--- src/rtl/hit_miss_scoreboard.sv ---
`default_nettype none
// ============================================================================
// Module   : hit_miss_scoreboard
// Purpose  : On-chip scoreboard for a fixed-latency ray/AABB intersection
//            unit. Each issued stimulus carries a golden hit/miss vector. The
//            vector travels down a LATENCY-deep delay line and is compared
//            with the unit's hit_miss output. Mismatches are counted as
//            Type1 (golden hit, unit miss) or Type2 (golden miss, unit hit).
//            All counters saturate.
// Revision : 1.0 - initial release
//
// Ports:
//   clk            in   rising-edge clock
//   rst            in   synchronous active-high reset
//   start          in   one-cycle pulse, starts a run from IDLE or DONE
//   in_valid       in   a stimulus is issued to the unit this cycle
//   golden         in   [N_CH] reference hit/miss per lane
//   hit_miss       in   [N_CH] unit output per lane
//   type1_err      out  [CNT_W] lanes with golden=1, hit_miss=0
//   type2_err      out  [CNT_W] lanes with golden=0, hit_miss=1
//   checked        out  [CNT_W] lane comparisons performed
//   busy           out  high in RUN or DRAIN
//   done           out  high in DONE
//   first_err_idx  out  [CNT_W] stimulus index of the first mismatch
//   first_err_vld  out  first_err_idx holds a captured value
//
// Build option:
//   SCOREBOARD_FIRST_ERR_EN - when defined, a stimulus index travels with
//   every delay-line stage and the index of the first mismatching stimulus
//   is captured. When undefined, first_err_idx/first_err_vld tie to 0.
// ============================================================================
module hit_miss_scoreboard #(
    parameter int LATENCY   = 39,
    parameter int N_CH      = 1,
    parameter int CNT_W     = 16,
    parameter int NUM_TESTS = 10000
) (
    input  logic             clk,
    input  logic             rst,
    input  logic             start,
    input  logic             in_valid,
    input  logic [N_CH-1:0]  golden,
    input  logic [N_CH-1:0]  hit_miss,
    output logic [CNT_W-1:0] type1_err,
    output logic [CNT_W-1:0] type2_err,
    output logic [CNT_W-1:0] checked,
    output logic             busy,
    output logic             done,
    output logic [CNT_W-1:0] first_err_idx,
    output logic             first_err_vld
);

    localparam int ISS_W = $clog2(NUM_TESTS + 1);
    localparam int DRN_W = $clog2(LATENCY + 1);
    localparam int PC_W  = $clog2(N_CH + 1);
    localparam int SUM_W = ((CNT_W > PC_W) ? CNT_W : PC_W) + 1;
    localparam logic [CNT_W-1:0] C_SAT = {CNT_W{1'b1}};

    typedef enum logic [1:0] {
        S_IDLE  = 2'd0,
        S_RUN   = 2'd1,
        S_DRAIN = 2'd2,
        S_DONE  = 2'd3
    } state_t;

    // ------------------------------------------------------------------
    // Helpers
    // ------------------------------------------------------------------
    function automatic logic [PC_W-1:0] popcount(input logic [N_CH-1:0] v);
        logic [PC_W-1:0] cnt;
        cnt = '0;
        for (int i = 0; i < N_CH; i++) begin
            cnt = cnt + PC_W'(v[i]);
        end
        return cnt;
    endfunction

    // Sum is formed one bit wider than either operand so overflow is
    // visible before clamping.
    function automatic logic [CNT_W-1:0] sat_add(input logic [CNT_W-1:0] a,
                                                 input logic [PC_W-1:0]  b);
        logic [SUM_W-1:0] s;
        s = SUM_W'(a) + SUM_W'(b);
        return (s > SUM_W'(C_SAT)) ? C_SAT : s[CNT_W-1:0];
    endfunction

    // ------------------------------------------------------------------
    // Control FSM
    // ------------------------------------------------------------------
    state_t           state_q;
    logic             busy_q;
    logic             done_q;
    logic [ISS_W-1:0] issue_cnt_q;
    logic [DRN_W-1:0] drain_cnt_q;

    logic w_start_acc;
    logic w_accept;
    logic w_last;

    assign w_start_acc = start && ((state_q == S_IDLE) || (state_q == S_DONE));
    assign w_accept    = in_valid && (state_q == S_RUN);
    assign w_last      = w_accept && (issue_cnt_q == ISS_W'(NUM_TESTS - 1));

    // DRAIN covers the delay line plus the compare register stage, so the
    // last counter update and the DONE transition land on the same edge.
    always_ff @(posedge clk) begin
        if (rst) begin
            state_q     <= S_IDLE;
            busy_q      <= 1'b0;
            done_q      <= 1'b0;
            issue_cnt_q <= '0;
            drain_cnt_q <= '0;
        end else begin
            case (state_q)
                S_IDLE, S_DONE: begin
                    if (w_start_acc) begin
                        state_q     <= S_RUN;
                        busy_q      <= 1'b1;
                        done_q      <= 1'b0;
                        issue_cnt_q <= '0;
                        drain_cnt_q <= '0;
                    end
                end
                S_RUN: begin
                    if (w_accept) begin
                        issue_cnt_q <= issue_cnt_q + 1'b1;
                        if (w_last) begin
                            state_q     <= S_DRAIN;
                            drain_cnt_q <= '0;
                        end
                    end
                end
                S_DRAIN: begin
                    if (drain_cnt_q == DRN_W'(LATENCY)) begin
                        state_q <= S_DONE;
                        busy_q  <= 1'b0;
                        done_q  <= 1'b1;
                    end else begin
                        drain_cnt_q <= drain_cnt_q + 1'b1;
                    end
                end
                default: begin
                    state_q <= S_IDLE;
                    busy_q  <= 1'b0;
                    done_q  <= 1'b0;
                end
            endcase
        end
    end

    assign busy = busy_q;
    assign done = done_q;

    // ------------------------------------------------------------------
    // Delay line: stage 0 captures the issued stimulus, the tail stage
    // lines up with the unit output LATENCY edges after issue.
    // ------------------------------------------------------------------
    logic [LATENCY-1:0] dl_vld_q;
    logic [N_CH-1:0]    dl_gold_q [LATENCY];

    always_ff @(posedge clk) begin
        if (rst || w_start_acc) begin
            dl_vld_q <= '0;
            for (int i = 0; i < LATENCY; i++) begin
                dl_gold_q[i] <= '0;
            end
        end else begin
            dl_vld_q[0]  <= w_accept;
            dl_gold_q[0] <= golden;
            for (int i = 1; i < LATENCY; i++) begin
                dl_vld_q[i]  <= dl_vld_q[i-1];
                dl_gold_q[i] <= dl_gold_q[i-1];
            end
        end
    end

    // ------------------------------------------------------------------
    // Compare stage: registers the per-lane error vectors together with
    // hit_miss sampled on the edge the tail entry is valid.
    // ------------------------------------------------------------------
    logic            cmp_vld_q;
    logic [N_CH-1:0] cmp_t1_q;
    logic [N_CH-1:0] cmp_t2_q;
    logic            w_cmp_en;

    always_ff @(posedge clk) begin
        if (rst || w_start_acc) begin
            cmp_vld_q <= 1'b0;
            cmp_t1_q  <= '0;
            cmp_t2_q  <= '0;
        end else begin
            cmp_vld_q <= dl_vld_q[LATENCY-1];
            cmp_t1_q  <= dl_gold_q[LATENCY-1] & ~hit_miss;
            cmp_t2_q  <= ~dl_gold_q[LATENCY-1] & hit_miss;
        end
    end

    assign w_cmp_en = cmp_vld_q && ((state_q == S_RUN) || (state_q == S_DRAIN));

    // ------------------------------------------------------------------
    // Saturating counters
    // ------------------------------------------------------------------
    logic [CNT_W-1:0] type1_q, type1_d;
    logic [CNT_W-1:0] type2_q, type2_d;
    logic [CNT_W-1:0] checked_q, checked_d;

    always_comb begin
        type1_d   = type1_q;
        type2_d   = type2_q;
        checked_d = checked_q;
        if (w_start_acc) begin
            type1_d   = '0;
            type2_d   = '0;
            checked_d = '0;
        end else if (w_cmp_en) begin
            type1_d   = sat_add(type1_q, popcount(cmp_t1_q));
            type2_d   = sat_add(type2_q, popcount(cmp_t2_q));
            checked_d = sat_add(checked_q, PC_W'(N_CH));
        end
    end

    always_ff @(posedge clk) begin
        if (rst) begin
            type1_q   <= '0;
            type2_q   <= '0;
            checked_q <= '0;
        end else begin
            type1_q   <= type1_d;
            type2_q   <= type2_d;
            checked_q <= checked_d;
        end
    end

    assign type1_err = type1_q;
    assign type2_err = type2_q;
    assign checked   = checked_q;

    // ------------------------------------------------------------------
    // First-error capture
    // ------------------------------------------------------------------
`ifdef SCOREBOARD_FIRST_ERR_EN
    logic [CNT_W-1:0] dl_idx_q [LATENCY];
    logic [CNT_W-1:0] cmp_idx_q;
    logic [CNT_W-1:0] fe_idx_q;
    logic             fe_vld_q;

    always_ff @(posedge clk) begin
        if (rst || w_start_acc) begin
            for (int i = 0; i < LATENCY; i++) begin
                dl_idx_q[i] <= '0;
            end
            cmp_idx_q <= '0;
        end else begin
            dl_idx_q[0] <= CNT_W'(issue_cnt_q);
            for (int i = 1; i < LATENCY; i++) begin
                dl_idx_q[i] <= dl_idx_q[i-1];
            end
            cmp_idx_q <= dl_idx_q[LATENCY-1];
        end
    end

    always_ff @(posedge clk) begin
        if (rst || w_start_acc) begin
            fe_idx_q <= '0;
            fe_vld_q <= 1'b0;
        end else if (w_cmp_en && !fe_vld_q && (|(cmp_t1_q | cmp_t2_q))) begin
            fe_idx_q <= cmp_idx_q;
            fe_vld_q <= 1'b1;
        end
    end

    assign first_err_idx = fe_idx_q;
    assign first_err_vld = fe_vld_q;
`else
    assign first_err_idx = '0;
    assign first_err_vld = 1'b0;
`endif

endmodule

`default_nettype wire

--- config.mk ---
export PLATFORM = sky130hd
export DESIGN_NAME = hit_miss_scoreboard
export DESIGN_NICKNAME = d
export VERILOG_FILES = /design/src/rtl/hit_miss_scoreboard.sv
export SDC_FILE = /design/constraint.sdc
export NUM_CORES = 1
export LEC_CHECK = 0
export ABC_AREA = 0
export BUFFER_PORTS_ARGS = -buffer_cell sky130_fd_sc_hd__buf_2
export CAP_MARGIN = 10
export CELL_PAD_IN_SITES_DETAIL_PLACEMENT = 1
export CELL_PAD_IN_SITES_GLOBAL_PLACEMENT = 1
export CORE_ASPECT_RATIO = 1.2
export CORE_MARGIN = 3
export CORE_UTILIZATION = 30
export DETAILED_ROUTE_END_ITERATION = 12
export PLACE_DENSITY_LB_ADDON = 0.1
export SLEW_MARGIN = 20
export SYNTH_ARGS = -nofsm -noshare
export SYNTH_HDL_FRONTEND = slang
export SYNTH_SLANG_ARGS = --single-unit
--- constraint.sdc ---
create_clock -name clk -period 2.9 [get_ports clk]
set_clock_uncertainty 0.05 [all_clocks]
set_input_delay 0 -clock clk [delete_from_list [all_inputs] [get_ports clk]]
set_output_delay 0 -clock clk [all_outputs]
set_load 0.02 [all_outputs]
==> results.py, run 1 <==
metrics = {
    "synth": {
        "ys.warnings.count": 0,
        "yosysTopAreaCellShare_pct": 52.58,
        "yosysTopAreaCell": "dfxtp_1",
        "ys_types": 54,
        "synthFlopType": "dfxtp_1",
        "syn_area_sq_um": 5826,
        "ys_ff_latch": 153,
        "synth.most_common_cell": "dfxtp_1",
        "synth_edf_count": 0,
        "yosysSeqAreaShare_pct": 52.58,
        "syn-instance-count": 604,
        "synth-async-reset-ratio_pct": 0,
        "ys_top_cells_by_count": "dfxtp_1, and2_1, a21oi_1",
        "synth_area_leaders": "dfxtp_1, and2_1, a21oi_1",
        "syn_area_per_cell_sq_um": 9.645,
    },
    "sta": {
        "slew_headroom_pct": 54.31,
        "slew_viol_final": 0,
        "finalSetupTns_ns": 0,
        "whs_ns": 0.2676,
        "worst_pin_slew_ns": 0.6847,
        "setup_viol": 0,
        "timing.fmax_ghz": 0.4172,
        "rsz0062_at_grt": "false",
        "fin_crit_ns": 2.397,
        "hold_viol_final": 0,
        "period_share_pct": 82.66,
    },
    "worst_hold_path": {
        "min_from": "golden",
        "hold_path.class": "input port to flop",
        "min_to": "dl_gold_q[0][0]",
        "hold_depth": 3,
    },
    "finish": {
        "syn_to_final_growth_pct": 19.61,
        "fin_util_pct": 36.69,
        "diodes": 0,
        "drive_gt1_share_pct": 15.32,
        "nets": 683,
    },
    "setup_path": {
        "reg2reg_from": "state_q[0]",
        "worstPathArrival_ns": 2.69,
        "r2r_cells": 6,
        "critPathRequiredTime_ns": 3.19,
        "cp_max_fo": 13,
        "reg2reg_slack_ns": 0.50,
        "crit_path_start_kind": "flop",
        "r2r-end": "type1_err[10]",
        "cp-end-kind": "flop",
        "crit_type": "flop to flop",
    },
    "grt": {
        "grt_pass1_wl_um": 21890,
        "antenna_found_initial": 0,
        "grt_usage_pct": 12.75,
        "grt-busiest-layer": "met2",
        "use_met1_pct": 15.05,
        "grt_use_met3_pct": 3.287,
        "grt_overflow_total": 0,
        "use_met2_pct": 22.22,
        "grt_pass1_vias": 4380,
        "grt_max_degree": 96,
    },
    "floorplanning": {
        "num_rows": 55,
        "dieArea_sq_um": 21130,
        "io_pins": 73,
        "core_area_sq_um": 18990,
        "fp.dieH_um": 158.7,
        "die_w_um": 133.2,
        "initial_utilization_pct": 30.67,
    },
    "power": {
        "p_leak_nw": 2.708,
        "peakVddDrop_mv": 0.4324,
        "p_per_area_nw_per_um2": 714.1,
    },
    "cts": {
        "postCtsSetupRepairBufs": 0,
        "clock_sinks": 153,
        "clkTransAtPathRegs_ns": 0.06,
        "cts.repair.resized": 0,
        "cts_tree": "yes",
        "clockBufferDepth": 2,
        "cts_max_level": 4,
        "numCtsBuffers": 17,
        "clock_latency_ns": 0.42,
        "clk_root_buffer_cell": "clkbuf_16",
        "cts_hold_buffers": 5,
    },
    "routing": {
        "postRouteAntennaNets": 0,
        "num_vias": 4375,
        "viasPerCell": 4.679,
        "drt_first_iter_violations": 150,
        "firstDrtPassIters": 4,
        "drt-total-wl_um": 12910,
        "wl_per_cell_um": 13.81,
        "drcViolationCount": 0,
    },
    "outcome": {
        "status": "finished clean",
    },
    "placed_design": {
        "globalplace.congestion": 0.7396,
        "port_buffers": 55,
        "dp_hpwl_um": 8680,
    },
    "flow_run": {
        "drv_cap": 0,
    },
}
stage by stage:
stage               setup slack, ns  area [sq um]  power (mW)  std cells
finish                       0.5029          6968       4.976        935
floorplan                    0.5201          5886       2.705        620
global placement             0.6001          6341       2.862        898
detailed placement           0.5084          6341       2.887        898
CTS                          0.5035          6968       5.084        935
global route                 0.3525          6968       5.254        935
cell families (layout without fill, tap and decap cells):
kind of cell             Yosys count  after routing  synth area share [%]
XOR/XNOR                          29             29                 4.360
other                              1             17               0.06437
adder cells (fa/ha/maj)           11             11                 2.363
multiplexers                       2              2                0.3437
flip-flops                       153            153                 52.58
AND/OR/NAND/NOR                  252            252                 25.13
buffers and inverters             56            115                 4.875
AO/OA/AOI/OAI                    100            100                 10.29
worst max-delay path by stage:
stage / from / to / slack (ns) / depth (start not counted)
CTS: state_q[0] / type1_err[7] / 0.50 / 6
floorplan: state_q[0] / type1_err[10] / 0.52 / 8
finish: state_q[0] / type1_err[10] / 0.50 / 6
global route: state_q[0] / type1_err[9] / 0.35 / 6
global placement: state_q[0] / type1_err[0] / 0.60 / 6
detailed placement: state_q[0] / type1_err[7] / 0.51 / 6
per-layer routing:
layer	vias to the layer above	share of wire (%)
met5	-	0
met4	0	1.8
met3	15	2.9
met2	48	49
met1	2131	46
li1	2181	-
worst max-delay path: stages, from the launching register on:
cell	delay, ns
dfxtp_1	0.37
inv_1	0.08
ha_1	0.34
nand4b_1	0.27
or3_4	0.39
or4_4	0.65
a21oi_1	0.17
sequential cells by signal, indices dropped and copies added (netlist names):
register     flops
dl_gold_q       39
dl_vld_q        39
checked         16
type1_err       16
type2_err       16
issue_cnt_q     14
drain_cnt_q      6
state_q          2
busy             1
cmp_t1_q         1
cmp_t2_q         1
cmp_vld_q        1
done             1
power by group:
part / leakage, nW / switching (mW) / internal [mW]
Combinational: 1.20 / 0.462 / 0.207
Sequential: 1.23 / 0.0238 / 2.14
Clock: 0.279 / 0.924 / 1.22
layout by cell type (no fill, tap or decap), types with 2 or more instances in the layout:
cell | Yosys | layout
buf_4 | 17 | 8
a211oi_1 | 3 | 3
dlygate4sd3_1 | 0 | 5
or3_1 | 5 | 5
nor3b_1 | 5 | 5
or3_4 | 2 | 2
or4_1 | 4 | 4
and4_1 | 6 | 6
clkinvlp_4 | 0 | 2
clkinv_4 | 0 | 4
dfxtp_1 | 153 | 153
xor2_1 | 12 | 12
xnor2_1 | 17 | 17
nand2_1 | 25 | 25
o21ai_0 | 23 | 23
clkbuf_16 | 0 | 17
nor3_1 | 20 | 20
nand2b_1 | 7 | 7
nor2_1 | 26 | 26
ha_1 | 11 | 11
mux2i_1 | 2 | 2
nor4_1 | 5 | 5
nand4_1 | 9 | 9
nand3_1 | 24 | 24
and3_1 | 16 | 16
a31oi_1 | 18 | 18
nor2b_1 | 5 | 5
conb_1 | 1 | 17
and2_1 | 81 | 81
inv_1 | 14 | 14
a21oi_1 | 41 | 40
buf_2 | 2 | 55
inv_6 | 0 | 6
o2111ai_1 | 2 | 2
o31ai_1 | 2 | 2
nand4b_1 | 2 | 2
cell type report:
type | count | area, sq um
Fill cell | 2203 | 12030
Clock inverter | 14 | 137.6
Inverter | 14 | 52.55
Sequential cell | 153 | 3063
Clock buffer | 18 | 439.2
Timing Repair Buffer | 69 | 405.4
Tap cell | 256 | 320.3
Multi-Input combinational cell | 411 | 2550
Note: power is estimated with default switching activity, not from simulation.
==> run 2: changes to the inputs <==
clock period = 2.5 ns   (was 2.9 ns; I/O delays follow)
==> run 2 against run 1 <==
Critical path depth grew 3. Clock power is 23% higher. Critical path type unchanged. Sequential share of layout area down 0.58 points. Global-route usage increased by 0.25 points. Power is 19% higher. Design area is 1.3% higher. First-iteration DRC count shrank 17%.
==> results.py, run 2 (synthesized netlist as in run 1, its figures left out) <==
metrics = {
    "cts": {
        "clk_root_buffer_cell": "clkbuf_16",
        "numCtsBuffers": 17,
        "cts_max_level": 4,
        "clkTransAtPathRegs_ns": 0.06,
        "cts_tree": "yes",
        "clock_latency_ns": 0.42,
        "clock_sinks": 153,
        "clockBufferDepth": 2,
    },
    "grt": {
        "grt_overflow_total": 0,
        "grt_max_degree": 79,
        "grt_usage_pct": 13.00,
        "grt_pass1_wl_um": 22460,
        "grt_pass1_vias": 4469,
        "antenna_found_initial": 0,
    },
    "finish": {
        "fillers": 2239,
        "drive_gt1_share_pct": 16.03,
        "syn_to_final_growth_pct": 21.22,
        "regArea_sq_um": 3063,
        "mostFrequentLayoutCells": "dfxtp_1, and2_1, buf_2, a21oi_1, nor2_1",
        "multi_input_area_sq_um": 2556,
        "reg_top3": "dl_gold_q x39, dl_vld_q x39",
        "nets": 690,
        "fin_util_pct": 37.18,
        "diodes": 0,
        "layout_commonest_cell": "dfxtp_1",
    },
    "routing": {
        "wl_per_cell_um": 13.99,
        "viasPerCell": 4.679,
        "num_vias": 4408,
        "postRouteAntennaNets": 0,
        "firstDrtPassIters": 4,
        "drcViolationCount": 0,
        "drt_first_iter_violations": 125,
        "drt-total-wl_um": 13180,
    },
    "setup_path": {
        "critical-path-max-stage-delay_ns": 0.36,
        "worstPathArrival_ns": 2.51,
        "crit_type": "flop to flop",
        "cp-end-kind": "flop",
        "reg2reg_slack_ns": 0.24,
        "critPathRequiredTime_ns": 2.75,
        "r2r_cells": 9,
        "r2r-end": "checked[14]",
        "crit_path_start_kind": "flop",
        "reg2reg_from": "state_q[0]",
        "cp_max_fo": 16,
        "crit_chain": "inv_1 > ha_1 > buf_4 > nor2b_1 > buf_4 > and2_1 > and3_1 > nor4bb_1 > nor3_1",
        "critPathTopFamily": "simple AND/OR/NAND/NOR gates",
        "cp_num_buf_inv": 3,
        "path_common_cell": "buf_4",
        "slowest_stage": "dfxtp_1",
    },
    "sta": {
        "timing.fmax_ghz": 0.4425,
        "setup_viol": 0,
        "period_share_pct": 90.40,
        "slew_headroom_pct": 51.15,
        "hold_viol_final": 0,
        "fin_crit_ns": 2.260,
        "rsz0062_at_grt": "false",
        "finalSetupTns_ns": 0,
        "worst_pin_slew_ns": 0.7320,
        "slew_viol_final": 0,
    },
    "flow_run": {
        "drv_cap": 0,
    },
    "power": {
        "peakVddDrop_mv": 0.4930,
        "p_per_area_nw_per_um2": 841.4,
        "p_leak_nw": 2.755,
    },
    "outcome": {
        "status": "finished clean",
    },
    "worst_hold_path": {
        "min_to": "cmp_t1_q",
        "hold_path.class": "input port to flop",
        "hold_depth": 3,
        "min_from": "hit_miss",
    },
    "floorplanning": {
        "dieArea_sq_um": 21130,
        "initial_utilization_pct": 30.67,
        "io_pins": 73,
        "num_rows": 55,
        "die_w_um": 133.2,
        "core_area_sq_um": 18990,
        "fp.dieH_um": 158.7,
    },
    "placed_design": {
        "dp_hpwl_um": 8989,
        "globalplace.congestion": 0.7572,
        "port_buffers": 55,
    },
}
## run 2: how the worst max path moves through the flow
stage,start,to,cells past startpoint
5_1_grt,state_q[0],checked[14],9
3_5_place_dp,state_q[0],type1_err[15],7
6_report,state_q[0],checked[14],9
4_1_cts,state_q[0],type1_err[15],7
2_1_floorplan,state_q[0],type1_err[10],8
3_3_place_gp,state_q[0],type2_err[13],9
## run 2: what timing repair did
| action | 4_1_cts | 5_1_grt |
|---|---|---|
| hold buffers | 6 | 0 |
| gates resized for setup | 0 | 2 |
| endpoints found under the hold margin | 13 | 0 |
| setup buffers | 0 | 1 |
| setup endpoints to repair | 0 | 4 |
## run 2: layout make-up
cell class / instances / area share [%]
Sequential cell: 153 / 43.37
Multi-Input combinational cell: 411 / 36.20
Timing Repair Buffer: 76 / 6.520
Clock buffer: 19 / 6.272
Tap cell: 256 / 4.536
Clock inverter: 13 / 2.356
Inverter: 14 / 0.7442
## run 2: routing by layer
metal | vias to the layer above | track usage (%) | routed length (um)
met2 | 59 | 21.85 | 6335
li1 | 2190 | - | -
met1 | 2144 | 16.09 | 6172
met5 | - | 0 | 0
met4 | 0 | 4.655 | 205
met3 | 15 | 3.603 | 465
## run 2: worst min-delay path, cell delays in order
cell	delay (ns)
dlygate4sd3_1	0.52
buf_2	0.12
nor3b_1	0.05
## run 2: power breakdown
part / switching [mW] / leakage (nW) / internal (mW)
Sequential: 0.0292 / 1.23 / 2.48
Combinational: 0.534 / 1.23 / 0.255
Clock: 1.04 / 0.290 / 1.61
## run 2: through the flow
step           std cells  total power [mW]  hold WS (ns)  worst slack [ns]  cell area, sq um
2_1_floorplan        620             3.138       0.02615            0.1201              5886
3_3_place_gp         903             3.345        0.1561            0.2090              6379
3_5_place_dp         903             3.363        0.1585            0.1453              6379
4_1_cts              941             6.059        0.2531            0.1356              7048
5_1_grt              942             6.264        0.2831           0.03262              7062
6_report             942             5.941        0.2742            0.2401              7062
==> run 3: changes to the inputs <==
CORE_UTILIZATION = 24   (was 30)
==> run 3 against run 2 <==
Cell count grew 6.1%. Design area grew 0.43%. Critical path depth down 3. Register-to-register slack got worse by 0.07 ns. Maximum frequency decreased by 3.1%. Clock-buffer cell count is 1 lower. Combinational power hardly changed. Critical path type unchanged. Largest power group unchanged.
==> results.py, run 3 (synthesized netlist as in run 1, its figures left out) <==
metrics = {
    "placed_design": {
        "place_ws_ns": 0.1309,
        "globalplace.congestion": 0.7298,
        "port_buffers": 55,
        "dp_hpwl_um": 8919,
    },
    "finish": {
        "drive_gt1_share_pct": 15.79,
        "syn_to_final_growth_pct": 21.74,
        "reg_top3": "dl_gold_q x39, dl_vld_q x39",
        "layout_commonest_cell": "dfxtp_1",
        "mostFrequentLayoutCells": "dfxtp_1, and2_1, buf_2, a21oi_1, nor2_1",
        "nets": 688,
        "fillers": 2764,
        "diodes": 0,
    },
    "setup_path": {
        "cp-end-kind": "flop",
        "cp_max_fo": 13,
        "r2r-end": "type1_err[0]",
        "critPathRequiredTime_ns": 2.79,
        "reg2reg_slack_ns": 0.17,
        "crit_type": "flop to flop",
        "reg2reg_from": "state_q[0]",
        "r2r_cells": 6,
        "crit_path_start_kind": "flop",
        "worstPathArrival_ns": 2.62,
    },
    "floorplanning": {
        "initial_utilization_pct": 24.78,
        "fp.dieH_um": 176.7,
        "die_w_um": 148.2,
        "io_pins": 73,
        "dieArea_sq_um": 26190,
        "core_area_sq_um": 23510,
        "num_rows": 61,
    },
    "routing": {
        "drt-total-wl_um": 13210,
        "wl_per_cell_um": 13.22,
        "num_vias": 4437,
        "firstDrtPassIters": 4,
        "viasPerCell": 4.441,
        "drcViolationCount": 0,
        "drt_first_iter_violations": 162,
        "postRouteAntennaNets": 0,
    },
    "power": {
        "p_leak_nw": 2.725,
        "peakVddDrop_mv": 0.4395,
        "fin_total_pwr_mw": 5.816,
        "p_per_area_nw_per_um2": 820.1,
    },
    "grt": {
        "grt_pass1_wl_um": 22710,
        "grt_max_degree": 94,
        "grt_overflow_total": 0,
        "grt_pass1_vias": 4483,
        "antenna_found_initial": 0,
        "grt_usage_pct": 10.56,
    },
    "sta": {
        "period_share_pct": 93.30,
        "hold_viol_final": 0,
        "worst_pin_slew_ns": 0.6118,
        "finalSetupTns_ns": 0,
        "layout_setup_ws_ns": 0.1674,
        "whs_ns": 0.2700,
        "timing.fmax_ghz": 0.4287,
        "fin_crit_ns": 2.333,
        "setup_viol": 0,
        "slew_headroom_pct": 58.84,
        "rsz0062_at_grt": "false",
        "slew_viol_final": 0,
    },
    "cts": {
        "clockBufferDepth": 2,
        "clock_sinks": 153,
        "cts_tree": "yes",
        "clock_latency_ns": 0.42,
        "clk_root_buffer_cell": "clkbuf_16",
        "cts_max_level": 4,
        "numCtsBuffers": 17,
        "cts.repair.resized": 0,
        "clkTransAtPathRegs_ns": 0.06,
    },
    "worst_hold_path": {
        "min_to": "cmp_t1_q",
        "hold_depth": 3,
        "min_from": "hit_miss",
        "hold_path.class": "input port to flop",
    },
    "outcome": {
        "status": "finished clean",
    },
    "flow_run": {
        "drv_cap": 0,
    },
}
==> run 3: cell type report <==
type,count,area [sq um],area share (%)
inverters,14,52.55,0.7410
clock buffers,18,429.2,6.052
repair buffers,74,455.4,6.422
clock inverters,14,147.6,2.082
multi-input cells,411,2550,35.96
well taps,315,394.1,5.558
flip-flops and latches,153,3063,43.19
==> run 3: timing repair <==
| action | 4_1_cts | 5_1_grt |
|---|---|---|
| hold buffers | 5 | 0 |
| setup endpoints to repair | 0 | 11 |
| buffers inserted | 0 | 1 |
| endpoints found under the hold margin | 16 | 0 |
==> run 3: worst max-delay path by stage <==
stage / startpoint / to / slack [ns] / cells after the start
floorplan: state_q[0] / type1_err[10] / 0.12 / 8
global placement: state_q[0] / type1_err[0] / 0.19 / 6
detailed placement: state_q[0] / type1_err[9] / 0.13 / 6
CTS: state_q[0] / type1_err[0] / 0.09 / 6
global route: state_q[0] / checked[13] / 0.02 / 7
finish: state_q[0] / type1_err[0] / 0.17 / 6
==> run 3: through the flow <==
stage	util [%]	cells	cell area, sq um
after floorplan	-	620	5886
after global placement	27.47	961	6457
after detailed placement	27.47	961	6457
after CTS	30.14	998	7084
after global routing	30.17	999	7092
final	30.17	999	7092
==> run 3: where the power goes <==
part / total (mW) / internal [mW] / switching [mW]
clock network: 2.52 / 1.47 / 1.05
registers: 2.51 / 2.48 / 0.0281
logic: 0.791 / 0.252 / 0.539
==> run 3: worst max-delay path, stage by stage (launching register included) <==
cell	delay, ns
dfxtp_1	0.36
inv_1	0.07
ha_1	0.34
nand4b_1	0.27
or3_4	0.39
or4_4	0.60
a31oi_1	0.18
==> run 3: layer usage <==
metal | vias to the layer above | GRT usage (%) | routed length [um]
li1 | 2185 | - | -
met1 | 2179 | 13.36 | 6199
met2 | 56 | 17.33 | 6359
met3 | 17 | 2.459 | 388
met4 | 0 | 4.428 | 261
met5 | - | 0 | 0
